File: src/rtl/tmr_pkg.sv
// tmr_pkg: shared health-state encoding and default thresholds for the TMR error monitor.
package tmr_pkg;
    typedef enum logic [1:0] {
        ST_OK      = 2'b00,
        ST_SUSPECT = 2'b01,
        ST_FAULT   = 2'b10
    } state_t;
    localparam int PERSIST_N_DEF = 3;
    localparam int RECOVER_N_DEF = 4;
endpackage

File: src/rtl/tmr_sat_counter.sv
// tmr_sat_counter: saturating up-counter with synchronous clear and async active-low reset.
module tmr_sat_counter #(
    parameter int W = 8
) (
    input  logic         clk,
    input  logic         rst,
    input  logic         inc,
    input  logic         clr,
    output logic [W-1:0] count
);
    always_ff @(posedge clk or negedge rst) begin
        if (!rst) count <= '0;
        else if (clr) count <= '0;
        else if (inc && count != '1) count <= count + 1'b1;
    end
endmodule

File: src/rtl/tmr_error_monitor.sv
// tmr_error_monitor: registers the voted bit, counts voter disagreements and grades health OK/SUSPECT/FAULT.
module tmr_error_monitor
    import tmr_pkg::*;
#(
    parameter int CNT_W     = 8,
    parameter int PERSIST_N = PERSIST_N_DEF,
    parameter int RECOVER_N = RECOVER_N_DEF
) (
    input  logic             clk,
    input  logic             rst,
    input  logic             v_in,
    input  logic             v_error_in,
    input  logic             clr_in,
    output logic             data_out,
    output logic [CNT_W-1:0] err_count_out,
    output logic             warn_out,
    output logic             fault_out
);
    localparam logic [3:0] P_LAST = 4'(PERSIST_N - 1);
    localparam logic [3:0] R_LAST = 4'(RECOVER_N - 1);
    state_t     state, next_state;
    logic [3:0] err_run, next_err_run, clean_run, next_clean_run;
    always_ff @(posedge clk or negedge rst) begin
        if (!rst) begin
            state     <= ST_OK;
            err_run   <= '0;
            clean_run <= '0;
            data_out  <= 1'b0;
        end else begin
            state     <= next_state;
            err_run   <= next_err_run;
            clean_run <= next_clean_run;
            data_out  <= v_in;
        end
    end
    always_comb begin
        next_state     = state;
        next_err_run   = err_run;
        next_clean_run = clean_run;
        if (clr_in) begin
            next_state     = ST_OK;
            next_err_run   = '0;
            next_clean_run = '0;
        end else begin
            case (state)
                ST_OK: if (v_error_in) begin
                    next_state     = ST_SUSPECT;
                    next_err_run   = 4'd1;
                    next_clean_run = '0;
                end
                ST_SUSPECT: if (v_error_in) begin
                    next_state     = (err_run == P_LAST) ? ST_FAULT : ST_SUSPECT;
                    next_err_run   = (err_run == P_LAST) ? '0 : err_run + 4'd1;
                    next_clean_run = '0;
                end else begin
                    next_state     = (clean_run == R_LAST) ? ST_OK : ST_SUSPECT;
                    next_err_run   = '0;
                    next_clean_run = (clean_run == R_LAST) ? '0 : clean_run + 4'd1;
                end
                ST_FAULT: ;
                default: begin
                    next_state     = ST_OK;
                    next_err_run   = '0;
                    next_clean_run = '0;
                end
            endcase
        end
    end
    // A clear discards the same-cycle error instead of counting it.
    tmr_sat_counter #(.W(CNT_W)) u_cnt (
        .clk  (clk),
        .rst  (rst),
        .inc  (v_error_in & ~clr_in),
        .clr  (clr_in),
        .count(err_count_out)
    );
    assign warn_out  = (state == ST_SUSPECT);
    assign fault_out = (state == ST_FAULT);
endmodule

File: config.mk
export PLATFORM = sky130hd
export DESIGN_NAME = tmr_error_monitor
export DESIGN_NICKNAME = d
export VERILOG_FILES = /design/src/rtl/tmr_pkg.sv /design/src/rtl/tmr_sat_counter.sv /design/src/rtl/tmr_error_monitor.sv
export SDC_FILE = /design/constraint.sdc
export NUM_CORES = 1
export LEC_CHECK = 0
export CORE_MARGIN = 8
export CORE_UTILIZATION = 30
export CTS_BUF_LIST = sky130_fd_sc_hd__clkbuf_8
export DETAILED_ROUTE_END_ITERATION = 8
export PLACE_DENSITY = 0.61
export SETUP_SLACK_MARGIN = 0.4
export SLEW_MARGIN = 20
export SYNTH_ARGS = -nofsm -noshare
export SYNTH_HDL_FRONTEND = slang
export SYNTH_SLANG_ARGS = --single-unit
File: constraint.sdc
create_clock -name clk -period 1.4 [get_ports clk]
set_clock_uncertainty 0.1 [all_clocks]
set_input_delay 0.21 -clock clk [delete_from_list [all_inputs] [get_ports clk]]
set_output_delay 0.21 -clock clk [all_outputs]
set_load 0.1 [all_outputs]
==> summary.txt <==
Synth
  • Mapped Area: 1070 sq um
  • Yosys warning count: 0
  • Asr flop ratio synth: 1.00
  • Synthesized flop and latch total: 19
  • Distinct cells, synth: 39
  • Post-synth EDFFs: 0
  • Ys flop type: dfrtp_1
  • Avg Inst Size Synth: 10.7 sq um
  • Synthesized Nets: 109
  • Synth Instances: 100
  • Register area share after synthesis: 0.446

Place
  • GP Congestion: 0.771
  • DP Area: 1640 sq um
  • HPWL after DPL: 2.05 mm
  • IO buf count: 15

Global routing
  • Initial antenna violation count: 0
  • Total GRT Usage: 0.106
  • Met2 Resource Use GR: 0.196
  • Largest net degree at the start of global routing: 20
  • Met1 GRT Util: 0.113
  • GRT busiest layer: met2
  • Met3 usage: 0.0289
  • First-pass GRT wire length: 4.68 mm
  • Vias in the first global route: 1002
  • GRT overflow: 0

Timing
  • Tcrit/Tclk final: 1.04
  • Final worst path period need: 1.46 ns
  • RSZ-0062 raised after global routing: true
  • Fin. Hold Viols: 0
  • FMAX: 686 MHz
  • Worst slew margin: 0.821
  • Setup TNS Final: -0.151 ns
  • Final Worst Setup Slack: -0.0567 ns
  • Pins over their slew limit: 0
  • Final setup vio count: 7
  • Worst-Margin Slew: 0.267 ns

Critical path
  • Data arrival time at the worst-slack endpoint: 1.50 ns
  • CP Data Required Time: 1.44 ns
  • Crit path kind: reg2reg
  • Startpoint types: register
  • CP endpoint kind: register
  • CP max FO: 3

CTS
  • H-tree Lvls: 1
  • Clock-pin transition on the worst setup and hold timing paths: 0.07 ns
  • CTS root buf: clkbuf_8
  • TritonCTS clock tree: done
  • Clk sinks: 19
  • Inserted Clock Buffers: 3
  • Clk_lat worst skew: 0.25 ns
  • Hold_buf cts: 0
  • Worst-case clock buffer depth: 2

Final layout
  • Fillers: 310
  • Layout cell share with drive strength beyond 1: 0.549
  • Fin area: 1830 sq um
  • NumNets Final: 154
  • Post-layout util: 0.544
  • Area Growth Syn to Fin: 71.5%
  • Antenna cell count: 0

Detailed routing
  • 1st-pass router iterations: 4
  • Initial detailed-routing violation count: 60
  • Vias: 943
  • DRC Markers: 0
  • Routed Antenna Nets: 0
  • Routed wire length: 2.79 mm
  • Routed WL per cell: 14.7 um
  • Vias per inst: 4.96

Pwr
  • Leakage power: 0.796 nW
  • VDD IR max: 0.288 mV
  • Pwr Total: 1.22 mW
  • Cell area power density: 668 nW/um^2

Status
  • Status: finished with violations
  • Failing checks: setup timing

Job
  • MaxCap Viol Count: 0

Floorplanning
  • Row Count: 21
  • Starting density of the core: 0.317
  • Die Footprint: 5720 sq um
  • Boundary Pins: 16
  • Core area: 3360 sq um
  • Die Height: 75.6 um
  • Die X: 75.6 um

Hold path
  • Worst Hold Class: in2async
cell usage in the layout (no fill, tap or decap), drive strengths merged, types with 4 or more instances in the layout:
cell type  count
buf           41
dfrtp         19
nor2           7
nor2b          7
nor3           6
a31oi          5
nand3          5
nor3b          5
and3           4
ha             4
layout make-up:
cell class / instances / area (sq um) / share of cell area
Multi-Input combinational cell: 74 / 683 / 0.374
Timing Repair Buffer: 45 / 528 / 0.289
Sequential cell: 19 / 507 / 0.277
Tap cell: 46 / 57.6 / 0.0315
Clock buffer: 3 / 41.3 / 0.0226
Inverter: 2 / 7.51 / 0.00411
Clock inverter: 1 / 3.75 / 0.00205
power breakdown:
| part | internal (mW) | switching (mW) | total, mW | leakage, nW |
|---|---|---|---|---|
| logic | 0.120 | 0.147 | 0.267 | 0.530 |
| clock network | 0.195 | 0.177 | 0.372 | 0.0269 |
| registers | 0.566 | 0.0165 | 0.582 | 0.240 |
per-stage QoR:
step / worst slack, ns / instances / hold WS [ns]
final: -0.0567 / 190 / 0.198
after CTS: -0.0598 / 189 / 0.206
after detailed placement: -0.409 / 177 / 0.426
after floorplan: -0.288 / 100 / -0.186
after global placement: -0.341 / 177 / 0.425
after global routing: -0.0918 / 190 / 0.221
registers in the layout, summed over array words and instances, names as in the netlist:
name         cells
clean_run        4
state            2
u_cnt.count      8
err_run          4
data_out         1
worst max-delay path: stages, from the launching register on:
cell and delay, ns:
dfrtp_4 0.44, ha_4 0.15, nand3_2 0.08, o31a_1 0.28, mux2_4 0.30
cells by family after synthesis:
logic type	share of synthesized area
AO/OA/AOI/OAI	0.171
adder cells (fa/ha/maj)	0.0470
buffers and inverters	0.0376
flip-flops	0.446
multiplexers	0.0200
AND/OR/NAND/NOR	0.278
path summary, 6_finish.rpt:
kind                           startpoint        endpoint  slack [ns]  depth (start not counted)
setup / recovery           u_cnt.count[1]  u_cnt.count[0]       -0.06                          4
hold / removal                        rst  u_cnt.count[6]        0.20                          2
setup reg to reg           u_cnt.count[1]  u_cnt.count[0]       -0.06                          4
hold reg to reg              clean_run[1]    clean_run[1]        0.44                          1
max in group asynchronous             rst  u_cnt.count[5]        0.77                          2
min in group clk                   clr_in      err_run[0]        0.28                          3
timing repair:
action	in CTS	in global routing
pin swaps	10	7
buffers inserted	8	1
endpoints found under the hold margin	0	0
setup endpoints to repair	29	29
gates resized for setup	17	3
synthesized netlist by cell type, drive strengths merged (2+ instances only):
| library cell | count | area share |
|---|---|---|
| nand3 | 5 | 0.023 |
| nor2 | 7 | 0.025 |
| nor2b | 7 | 0.048 |
| and3 | 4 | 0.023 |
| inv | 2 | 0.0070 |
| a21oi | 3 | 0.014 |
| o32ai | 2 | 0.016 |
| a22o | 2 | 0.016 |
| nor4b | 2 | 0.031 |
| a21o | 2 | 0.014 |
| dfrtp | 19 | 0.45 |
| nand2b | 2 | 0.012 |
| a31oi | 5 | 0.029 |
| and4 | 2 | 0.016 |
| o21a | 2 | 0.014 |
| nor3b | 5 | 0.035 |
| nor3 | 6 | 0.033 |
| ha | 4 | 0.047 |
| buf | 4 | 0.027 |
layer usage:
metal	wire length (um)	vias up
li1	-	470
met1	1200	455
met2	1440	16
met3	137	2
met4	12	0
met5	0	-
No activity file was read; power rests on OpenSTA's default activity.
